### config.mk
export PLATFORM = sky130hd
export DESIGN_NAME = encrypt_iter
export DESIGN_NICKNAME = d
export VERILOG_FILES = /design/src/rtl/encrypt_iter.sv
export SDC_FILE = /design/constraint.sdc
export NUM_CORES = 1
export LEC_CHECK = 0
export CAP_MARGIN = 20
export CORE_UTILIZATION = 45
export CTS_BUF_LIST = sky130_fd_sc_hd__clkbuf_2
export DETAILED_ROUTE_END_ITERATION = 7
export PLACE_DENSITY = 0.67
export SYNTH_ARGS = -nofsm -noshare
export SYNTH_HDL_FRONTEND = slang
export SYNTH_SLANG_ARGS = --single-unit
### constraint.sdc
create_clock -name clk -period 6.7 [get_ports clk]
set_input_delay 1.34 -clock clk [delete_from_list [all_inputs] [get_ports clk]]
set_output_delay 1.34 -clock clk [all_outputs]
set_load 0.05 [all_outputs]
### src/rtl/encrypt_iter.sv
// Iterative DES encryptor: one round and one key-schedule stage reused
// for 16 cycles, with a 4-phase req/ack handshake.

module des_perm #(
  parameter int WI = 64,
  parameter int WO = 64,
  parameter logic [WO*8-1:0] T = '0
) (
  input  logic [WI-1:0] i,
  output logic [WO-1:0] o
);
  // Dropped input bits (e.g. key parity) are folded here.
  logic unused;
  assign unused = ^i;

  for (genvar j = 0; j < WO; j++) begin : g_bit
    localparam int S = int'(T[(WO-1-j)*8 +: 8]);
    assign o[WO-1-j] = i[WI-S];
  end
endmodule

module perm_IP (
  input  logic [63:0] i,
  output logic [63:0] o
);
  des_perm #(.WI(64), .WO(64), .T({
    8'd58,8'd50,8'd42,8'd34,8'd26,8'd18,8'd10,8'd2,
    8'd60,8'd52,8'd44,8'd36,8'd28,8'd20,8'd12,8'd4,
    8'd62,8'd54,8'd46,8'd38,8'd30,8'd22,8'd14,8'd6,
    8'd64,8'd56,8'd48,8'd40,8'd32,8'd24,8'd16,8'd8,
    8'd57,8'd49,8'd41,8'd33,8'd25,8'd17,8'd9,8'd1,
    8'd59,8'd51,8'd43,8'd35,8'd27,8'd19,8'd11,8'd3,
    8'd61,8'd53,8'd45,8'd37,8'd29,8'd21,8'd13,8'd5,
    8'd63,8'd55,8'd47,8'd39,8'd31,8'd23,8'd15,8'd7
  })) u_p (.i(i), .o(o));
endmodule

module perm_FP (
  input  logic [63:0] i,
  output logic [63:0] o
);
  des_perm #(.WI(64), .WO(64), .T({
    8'd40,8'd8,8'd48,8'd16,8'd56,8'd24,8'd64,8'd32,
    8'd39,8'd7,8'd47,8'd15,8'd55,8'd23,8'd63,8'd31,
    8'd38,8'd6,8'd46,8'd14,8'd54,8'd22,8'd62,8'd30,
    8'd37,8'd5,8'd45,8'd13,8'd53,8'd21,8'd61,8'd29,
    8'd36,8'd4,8'd44,8'd12,8'd52,8'd20,8'd60,8'd28,
    8'd35,8'd3,8'd43,8'd11,8'd51,8'd19,8'd59,8'd27,
    8'd34,8'd2,8'd42,8'd10,8'd50,8'd18,8'd58,8'd26,
    8'd33,8'd1,8'd41,8'd9,8'd49,8'd17,8'd57,8'd25
  })) u_p (.i(i), .o(o));
endmodule

module perm_PC1 (
  input  logic [63:0] i,
  output logic [55:0] o
);
  des_perm #(.WI(64), .WO(56), .T({
    8'd57,8'd49,8'd41,8'd33,8'd25,8'd17,8'd9,
    8'd1,8'd58,8'd50,8'd42,8'd34,8'd26,8'd18,
    8'd10,8'd2,8'd59,8'd51,8'd43,8'd35,8'd27,
    8'd19,8'd11,8'd3,8'd60,8'd52,8'd44,8'd36,
    8'd63,8'd55,8'd47,8'd39,8'd31,8'd23,8'd15,
    8'd7,8'd62,8'd54,8'd46,8'd38,8'd30,8'd22,
    8'd14,8'd6,8'd61,8'd53,8'd45,8'd37,8'd29,
    8'd21,8'd13,8'd5,8'd28,8'd20,8'd12,8'd4
  })) u_p (.i(i), .o(o));
endmodule

module perm_PC2 (
  input  logic [55:0] i,
  output logic [47:0] o
);
  des_perm #(.WI(56), .WO(48), .T({
    8'd14,8'd17,8'd11,8'd24,8'd1,8'd5,
    8'd3,8'd28,8'd15,8'd6,8'd21,8'd10,
    8'd23,8'd19,8'd12,8'd4,8'd26,8'd8,
    8'd16,8'd7,8'd27,8'd20,8'd13,8'd2,
    8'd41,8'd52,8'd31,8'd37,8'd47,8'd55,
    8'd30,8'd40,8'd51,8'd45,8'd33,8'd48,
    8'd44,8'd49,8'd39,8'd56,8'd34,8'd53,
    8'd46,8'd42,8'd50,8'd36,8'd29,8'd32
  })) u_p (.i(i), .o(o));
endmodule

module perm_E (
  input  logic [31:0] i,
  output logic [47:0] o
);
  des_perm #(.WI(32), .WO(48), .T({
    8'd32,8'd1,8'd2,8'd3,8'd4,8'd5,
    8'd4,8'd5,8'd6,8'd7,8'd8,8'd9,
    8'd8,8'd9,8'd10,8'd11,8'd12,8'd13,
    8'd12,8'd13,8'd14,8'd15,8'd16,8'd17,
    8'd16,8'd17,8'd18,8'd19,8'd20,8'd21,
    8'd20,8'd21,8'd22,8'd23,8'd24,8'd25,
    8'd24,8'd25,8'd26,8'd27,8'd28,8'd29,
    8'd28,8'd29,8'd30,8'd31,8'd32,8'd1
  })) u_p (.i(i), .o(o));
endmodule

module perm_P (
  input  logic [31:0] i,
  output logic [31:0] o
);
  des_perm #(.WI(32), .WO(32), .T({
    8'd16,8'd7,8'd20,8'd21,8'd29,8'd12,8'd28,8'd17,
    8'd1,8'd15,8'd23,8'd26,8'd5,8'd18,8'd31,8'd10,
    8'd2,8'd8,8'd24,8'd14,8'd32,8'd27,8'd3,8'd9,
    8'd19,8'd13,8'd30,8'd6,8'd22,8'd11,8'd4,8'd25
  })) u_p (.i(i), .o(o));
endmodule

module split_2 (
  input  logic [63:0] x,
  output logic [31:0] l,
  output logic [31:0] r
);
  assign {l, r} = x;
endmodule

module merge_2 (
  input  logic [31:0] l,
  input  logic [31:0] r,
  output logic [63:0] x
);
  assign x = {l, r};
endmodule

module key_schedule (
  input  logic [55:0] k,
  input  logic [3:0]  i,
  output logic [55:0] kn,
  output logic [47:0] sk
);
  logic        one;
  logic [27:0] c0, d0, c1, d1;

  // Rounds 1, 2, 9 and 16 rotate by one, all others by two.
  assign one = (i == 4'd0) || (i == 4'd1) ||
               (i == 4'd8) || (i == 4'd15);
  assign {c0, d0} = k;
  assign c1 = one ? {c0[26:0], c0[27]} : {c0[25:0], c0[27:26]};
  assign d1 = one ? {d0[26:0], d0[27]} : {d0[25:0], d0[27:26]};
  assign kn = {c1, d1};

  perm_PC2 u_pc2 (.i(kn), .o(sk));
endmodule

module round (
  input  logic [31:0] l,
  input  logic [31:0] r,
  input  logic [47:0] sk,
  output logic [31:0] lo,
  output logic [31:0] ro
);
  localparam logic [2047:0] SB = {
    256'hE4D12FB83A6C59070F74E2D1A6CB953841E8D62BFC973A50FC8249175B3EA06D,
    256'hF18E6B34972DC05A3D47F28EC01A69B50E7BA4D158C6932FD8A13F42B67C05E9,
    256'hA09E63F51DC7B428D709346A285ECBF1D6498F30B12C5AE71AD069874FE3B52C,
    256'h7DE3069A1285BC4FD8B56F03472C1AE9A690CB7DF13E52843F06A1D8945BC72E,
    256'h2C417AB6853FD0E9EB2C47D150FA3986421BAD78F9C5630EB8C71E2D6F09A453,
    256'hC1AF92680D34E75BAF427C9561DE0B389EF528C3704A1DB6432C95FABE17608D,
    256'h4B2EF08D3C975A61D0B7491AE35C2F8614BDC37EAF6805926BD814A7950FE23C,
    256'hD2846FB1A93E50C71FD8A374C56B0E927B419CE206ADF35821E74A8DFC90356B
  };

  logic [47:0] e, x;
  logic [31:0] s, p;

  perm_E u_e (.i(r), .o(e));
  assign x = e ^ sk;

  // Row from outer bits, column from the inner four.
  always_comb begin
    s = '0;
    for (int j = 0; j < 8; j++) begin
      int ix;
      ix = int'({x[47-6*j], x[42-6*j], x[46-6*j -: 4]});
      s[31-4*j -: 4] = SB[2047-256*j-4*ix -: 4];
    end
  end

  perm_P u_p (.i(s), .o(p));

  assign lo = r;
  assign ro = l ^ p;
endmodule

module encrypt_iter #(
  parameter int N_K = 64,
  parameter int N_B = 64
) (
  input  logic           clk,
  input  logic           rst,
  input  logic           req,
  output logic           ack,
  input  logic [N_K-1:0] k,
  input  logic [N_B-1:0] m,
  output logic [N_B-1:0] c
);
  typedef enum logic [1:0] {IDLE, RUN, DONE} state_t;

  state_t      state, nxt;
  logic [31:0] l, r, ip_l, ip_r, lo, ro;
  logic [55:0] kr, kn, pc1;
  logic [47:0] sk;
  logic [3:0]  ctr;
  logic [63:0] ipm, pre, fp;

  perm_IP      u_ip  (.i(m), .o(ipm));
  split_2      u_sp  (.x(ipm), .l(ip_l), .r(ip_r));
  perm_PC1     u_pc1 (.i(k), .o(pc1));
  key_schedule u_ks  (.k(kr), .i(ctr), .kn(kn), .sk(sk));
  round        u_rd  (.l(l), .r(r), .sk(sk), .lo(lo), .ro(ro));
  // Final halves are swapped before the inverse permutation.
  merge_2      u_mg  (.l(ro), .r(lo), .x(pre));
  perm_FP      u_fp  (.i(pre), .o(fp));

  always_ff @(posedge clk) begin
    if (rst) state <= IDLE;
    else     state <= nxt;
  end

  always_comb begin
    nxt = state;
    unique case (state)
      IDLE:    if (req) nxt = RUN;
      RUN:     if (ctr == 4'd15) nxt = DONE;
      DONE:    if (!req) nxt = IDLE;
      default: nxt = IDLE;
    endcase
  end

  always_ff @(posedge clk) begin
    if (rst) begin
      l   <= '0;
      r   <= '0;
      kr  <= '0;
      ctr <= '0;
      c   <= '0;
    end else begin
      unique case (state)
        IDLE: if (req) begin
          l   <= ip_l;
          r   <= ip_r;
          kr  <= pc1;
          ctr <= '0;
        end
        RUN: begin
          l   <= lo;
          r   <= ro;
          kr  <= kn;
          ctr <= ctr + 4'd1;
          if (ctr == 4'd15) c <= fp;
        end
        default: ;
      endcase
    end
  end

  assign ack = (state == DONE);
endmodule

Word level (Yosys, flattened, before mapping)
Index checks and enable logic that the tools add are counted.
- add/sub/neg operators: 9
- eq/ne operators: 8
- reduce and logical (&&, ||, !) cells: 9
- shift operators: 8
- bitwise operators: 2
- mux-type cells: 14
- operator list (kind ; number):
    $shiftx A2051 B32 Y4 const A ; 8
    $pmux W32 S2 ; 2
    $pmux W56 S2 ; 1
    $mux W32 ; 2
    $mux W28 ; 2
    $mux W56 ; 1
    $sub A11 B8 Y12 const A ; 4
    $xor A48 B48 Y48 ; 1
    $xor A32 B32 Y32 ; 1
    $sub A10 B8 Y11 const A ; 2
    $sub A9 B8 Y10 const A ; 1
    $sub A8 B8 Y9 const A ; 1
    $eq A4 B4 Y1 const B ; 2
    $pmux W4 S2 ; 1
    $mux W2 ; 3
    $ne A2 B2 Y1 const B ; 3
    $pmux W2 S3 ; 1
    $add A4 B1 Y4 const B ; 1
    $eq A4 B1 Y1 const B ; 1
    $logic_not A4 Y1 ; 1
    $mux W4 ; 1
    $reduce_and A2 Y1 ; 2
    $logic_or A1 B1 Y1 ; 3
    $reduce_and A3 Y1 ; 1
    4 further kinds ; 4
- word-level logic and storage cells: 56
- register bits after elaboration: 190
- bits of input ports: 131

Logic depth before layout (Yosys ltp)
- depth in word-level cells: 10
- gate-level depth with buffers: 19
- mapped depth without buffers: 17

Cells and area by module
Synthesis repeated with hierarchy kept, for this count alone.
- cell total of the unflattened synthesis: 2544
- area, all modules: 19637.6 um^2
- modules (own cells, without submodules) (module ; cells an instance ; seq. area each (um^2) ; area each (um^2) ; times used):
    encrypt_iter ; 1054 ; 3803.6 ; 8521.9 ; 1
    round ; 774 ; 0.0 ; 5799.3 ; 1
    key_schedule ; 276 ; 0.0 ; 2013.2 ; 1
    des_perm (u_fp.u_p ...) ; 64 ; 0.0 ; 480.5 ; 2
    des_perm (u_ks.u_pc2.u_p ...) ; 48 ; 0.0 ; 360.3 ; 2
    merge_2 ; 64 ; 0.0 ; 480.5 ; 1
    split_2 ; 64 ; 0.0 ; 480.5 ; 1
    des_perm (u_pc1.u_p) ; 56 ; 0.0 ; 420.4 ; 1
    des_perm (u_rd.u_p.u_p) ; 32 ; 0.0 ; 240.2 ; 1

Worst setup path after synthesis
OpenSTA, ideal clock, no wires.
- path kind: reg-to-reg
- start: register ctr[0]
- end: register r[10]
- buffers on the path: 4
- setup slack: 2.829 ns
- setup time: 0.120 ns
- data required time: 6.580 ns
- period minus slack after synthesis: 3.871 ns
- data arrival time: 3.751 ns
- cell stages (with the launch flop): 19
- path through: dfxtp_1 > inv_1 > ha_1 > o21bai_2 > buf_6 > nand2_8 > buf_12 > buf_12 > mux2i_2 > xor2_2 > inv_1 > ha_1 > clkbuf_1 > xnor2_1 > a2111oi_0 > a21oi_1 > o21ai_1 > nor3_1 > o31a_1
- word-level cells in the longest chain between the ends: 10
- elaborated cells between the ends (all ways): 13
- classes of those cells: add/sub (1); eq/ne (3); shift (1); mux (2); bitwise (2); reduce/logical (4)
- RTL lines (element ; line ; source):
    start, declared ; 208 ; logic [3:0] ctr;
    start signal, assigned ; 254 ; ctr <= ctr + 4'd1;
    $eq A4 B1 Y1 / $logic_not A4 Y1 (equally long branches) ; 140 ; assign one = (i == 4'd0) || (i == 4'd1) ||
    $logic_or A1 B1 Y1 (2 in series) ; 140 ;
    $logic_or A1 B1 Y1 (*) ; 141 ; (i == 4'd8) || (i == 4'd15);
    $mux W28 (*) ; 144 ; assign d1 = one ? {d0[26:0], d0[27]} : {d0[25:0], d0[27:26]};
    $xor A48 B48 Y48 (*) ; 172 ; assign x = e ^ sk;
    $sub A9 B8 Y10 (*) ; 180 ; s[31-4*j -: 4] = SB[2047-256*j-4*ix -: 4];
    $shiftx A2051 B32 Y4 (*) ; 180 ;
    $xor A32 B32 Y32 (*) ; 187 ; assign ro = l ^ p;
    $pmux W32 S2 (*) ; 243 ; unique case (state)
    end signal, assigned ; 246 ; r <= ip_r;
    end signal, assigned ; 252 ; r <= ro;
    end, declared ; 205 ; logic [31:0] l, r, ip_l, ip_r, lo, ro;
Every way passes the cells marked *; elsewhere a longest branch is shown, timed or not.
A chain may end at the register's enable or synchronous reset.

Worst setup path in the final report
- start: register ctr[0]
- end: register c[6]
- word-level cells in the longest chain between the ends: 9
- elaborated cells between the ends (all ways): 13
- classes of those cells: add/sub (1); eq/ne (3); shift (1); mux (1); bitwise (2); reduce/logical (5)
- RTL lines (element ; line ; source):
    $eq A4 B1 Y1 / $logic_not A4 Y1 (equally long branches) ; 140 ;
    $logic_or A1 B1 Y1 (2 in series) ; 140 ;
    $logic_or A1 B1 Y1 ; 141 ;
    $mux W28 ; 143 ; assign c1 = one ? {c0[26:0], c0[27]} : {c0[25:0], c0[27:26]};
    $xor A48 B48 Y48 ; 172 ;
    $sub A11 B8 Y12 ; 180 ;
    $shiftx A2051 B32 Y4 ; 180 ;
    $xor A32 B32 Y32 ; 187 ;
    end signal, assigned ; 255 ; if (ctr == 4'd15) c <= fp;
    end, declared ; 200 ; output logic [N_B-1:0] c
Parallel ways exist; a longest one is shown, timed or not.

==> impl_summary.md <==
Status
The flow ran to the end, and the final reports show no timing, DRC or antenna violations.

Placed design
The number of buffer cells added on primary ports is 187. The cell area reported after detailed placement is 16800 sq um. The total half-perimeter wirelength after legalization and detailed placement is 38.7 mm. The last weighted congestion value of the routability-driven placer is 0.973.

OpenSTA, run right after detailed placement, puts the worst setup slack at 2.08 ns.

STA
The final count of hold timing violations is 0. Headroom to the max-slew limit came out at 0.291. Static timing analysis puts the maximum clock frequency at 214 MHz. The setup TNS is 0 ns.

The clock skew is 0.0424 ns. At the pin with the least slew margin, the transition time is 1.06 ns. The clock period minus worst slack is 4.67 ns. On the final layout, the worst hold slack is 0.472 ns. Setup slack on the critical path of the routed design comes to 2.03 ns. Setup repair after global routing left no endpoint under its margin. Of the available clock period, the critical path in the final layout requires 0.696. The count of pins over their slew limit is 0.

The final setup violation count is 0.

Floorplanning
The I/O pin count is 196. The floorplan step defined a die boundary enclosing 33700 sq um. Row generation in the floorplan step produced 66 rows.

For this configuration, the core starts out at a cell density of 0.457. In this run the horizontal extent of the chip is 183 um. The die extent in y is 183 um. The core region is 32500 sq um.

GRT
Across every metal layer, demand over resource in global routing totals 0.315. The number of antenna violations at the first check in global routing came to 1. The via count of the first global-routing pass came to 13711. Entering global routing, the biggest net connects 75 pins. The remaining global-route overflow is 0. The first global-routing pass estimated 82.0 mm of wire.

Power
The total leakage power is 6.30 nW. The power density of the placed cells is 280 nW/um^2. IR analysis of the VDD net gives a maximum drop of 0.127 mV.

Drt
The final routed DRC violation total is 0. Summed over all nets, wire length on met2 after detailed routing comes to 23.8 mm. In the final routing, the length of wire on met1 measures 23.7 mm. After detailed routing, the total wire length is 53.8 mm. In this run the top signal layer used is met4. After detailed routing, the average wire length per cell comes to 22.2 um. After detailed routing, the met3 layer carries 4.41 mm of wire. The detail route stage leaves a number of antenna-violating nets equal to 0. The number of violations reported at the end of detailed-routing iteration 0 is 1595. Before antenna repair, the detailed router went through 6 iterations. The overall via count from detail_route is 15141. After detailed routing, the number of vias per cell comes to 6.26.

Clock tree
The buffer type at the clock tree root is sky130_fd_sc_hd__clkbuf_2. In this run the deepest clock path goes through 2 buffers. TritonCTS built the clock tree.

Once the clock tree was built, the setup fixing pass inserted 0 buffers. The clock-pin slew reported for the worst setup and hold paths after clock tree synthesis is 0.35 ns. The clock latency at the later pin of the worst-skew pair is 0.88 ns. Counting the buffers created by CTS gives 17. Counting every sink on the clock net gives 190. The number of gates resized after CTS was 0.

The H-tree was split into 4 levels. In this run, post-CTS hold repair placed 0 buffers.

Setup path
The peak fanout along the critical path is 17. The worst setup path is launched from a flip-flop. Data on the critical path arrives at its endpoint at 5.51 ns.

The setup path with the least slack is of type reg2reg. The critical path endpoint category is a flip-flop. The required time of the worst setup path is 7.54 ns.

Cells and area
The cell area after layout is 17100 sq um. The library cell used most frequently in the layout, excluding fill and tap cells, is sky130_fd_sc_hd__nand2_1. In the layout the commonest cells are sky130_fd_sc_hd__nand2_1, sky130_fd_sc_hd__nor2_1, sky130_fd_sc_hd__dfxtp_1.

The total area of sequential cells is 3800 sq um. The fraction of final layout cells sized beyond drive strength 1 is 0.0986. The number of filler instances in the final layout is 3109.

The net count of the finished layout is 2160. For this run, the share of the core covered by cells in the final layout is 0.526. From synthesis to final layout, the design area changed by 15.3%. The area taken by multi-input logic gates is 10200 sq um.

Min path
The class of the tightest hold or removal check is reg2reg.

Logic synthesis
After synthesis, the cell types taking the most area are sky130_fd_sc_hd__dfxtp_1, sky130_fd_sc_hd__ha_1, sky130_fd_sc_hd__nand2_1. The area fraction of the dominant cell type after synthesis is 0.257. The synthesized design contains 0 enable-type register cells. The average footprint of a synthesized cell is 7.88 sq um. The share of synthesized area occupied by flip-flops and latches is 0.257. The count of yosys warnings during synthesis is 0. The cell area after synthesis is 14800 sq um. The post-synthesis cell type with the largest combined area is sky130_fd_sc_hd__dfxtp_1. The most common flop cell mapped by yosys is sky130_fd_sc_hd__dfxtp_1. The count of state elements after synthesis is 190. Synthesis handed over a netlist of 1880 instances. Synthesis instantiated 95 different standard cells from the library.

Counting flops with an async set or reset pin after synthesis yields a share of 0. The post-synth net total is 2076.

Run
The max capacitance violation total is 0.
[synth_stat cells (all sizes together), types with 5 or more instances]
cell type  number
a211oi         47
a2111oi         9
nor3           49
ha             65
xnor2          67
dfxtp         190
xor2           31
mux2i          51
o21ai          85
and3           12
a211o           8
a22o            6
nor2          207
nand3b          5
and4            7
a221oi         34
mux4           13
o311ai          6
o221a          32
a22oi          34
nand3          45
a31oi          30
nand4           5
clkbuf        104
o31ai           7
o221ai          6
nand2         212
mux2           13
nor4b           7
inv            44
o22ai          35
o2111ai         8
a21oi         159
o211ai         49
buf            50
and2            8
nor2b          56
or2             5
nand2b         14
[power by group]
group | switching, W | internal (W) | total [W]
clock network | 0.000505 | 0.000133 | 0.000638
logic | 0.00168 | 0.00107 | 0.00275
registers | 0.000177 | 0.00122 | 0.00140
total | 0.00236 | 0.00243 | 0.00479
[flip-flops by register name, indices dropped and copies added (netlist names)]
| name | flops |
|---|---|
| c | 64 |
| kr | 56 |
| r | 32 |
| l | 32 |
| state | 2 |
| ctr | 4 |
[layout make-up]
type,count,share of cell area
multi-input combinational,1491,0.596
sequential,190,0.223
clock inverter,14,0.00982
antenna,1,0.000147
inverter,45,0.00989
tap,442,0.0324
timing repair buffer,219,0.124
clock buffer,18,0.00527
[cells by family (layout without fill, tap and decap cells)]
group           count (synthesis)  count (layout)  share of synthesized area
mux                            77              77                     0.0733
xor+xnor                       98              98                     0.0719
fa+ha+maj                      67              67                     0.0562
simple gates                  645             645                      0.200
flops                         190             190                      0.257
compound gates                604             604                      0.283
buf+inv                       199             296                     0.0584
other cells                     0               1                          0
[stage by stage]
stage                     instances  power, W
final                          2420   0.00479
after global routing           2420   0.00506
after CTS                      2416   0.00472
after detailed placement       2384   0.00409
after global placement         2384   0.00406
after floorplan                1880   0.00336
[worst max-delay path, cell delays in order, from the launching register on]
cell                        delay [ns]
sky130_fd_sc_hd__dfxtp_1          0.51
sky130_fd_sc_hd__inv_1            0.08
sky130_fd_sc_hd__ha_1             0.30
sky130_fd_sc_hd__o21bai_2         0.30
sky130_fd_sc_hd__nand2_8          0.20
sky130_fd_sc_hd__buf_4            0.28
sky130_fd_sc_hd__mux2i_1          0.22
sky130_fd_sc_hd__xnor2_1          0.60
sky130_fd_sc_hd__inv_1            0.27
sky130_fd_sc_hd__ha_1             0.30
sky130_fd_sc_hd__nor3_1           0.33
sky130_fd_sc_hd__a211oi_1         0.08
sky130_fd_sc_hd__a21oi_1          0.21
sky130_fd_sc_hd__nor4b_1          0.08
sky130_fd_sc_hd__a2111oi_1        0.44
sky130_fd_sc_hd__nand3_1          0.28
sky130_fd_sc_hd__o21ai_1          0.14
[routing by layer]
| layer | GRT usage | up-vias |
|---|---|---|
| li1 | - | 7055 |
| met1 | 0.448 | 7275 |
| met2 | 0.479 | 726 |
| met3 | 0.0466 | 85 |
| met4 | 0.116 | 0 |
| met5 | 0 | - |
[worst paths after layout]
check	startpoint	endpoint	slack, ns	cells past startpoint
setup / recovery	ctr[0]$_SDFFE_PP0P_	c[6]$_SDFFE_PP0P_	2.03	16
setup reg to reg	ctr[0]$_SDFFE_PP0P_	c[6]$_SDFFE_PP0P_	2.03	16
hold / removal	c[15]$_SDFFE_PP0P_	c[15]$_SDFFE_PP0P_	0.47	2
hold reg to reg	c[15]$_SDFFE_PP0P_	c[15]$_SDFFE_PP0P_	0.47	2
(Power assumes the default switching activity.)
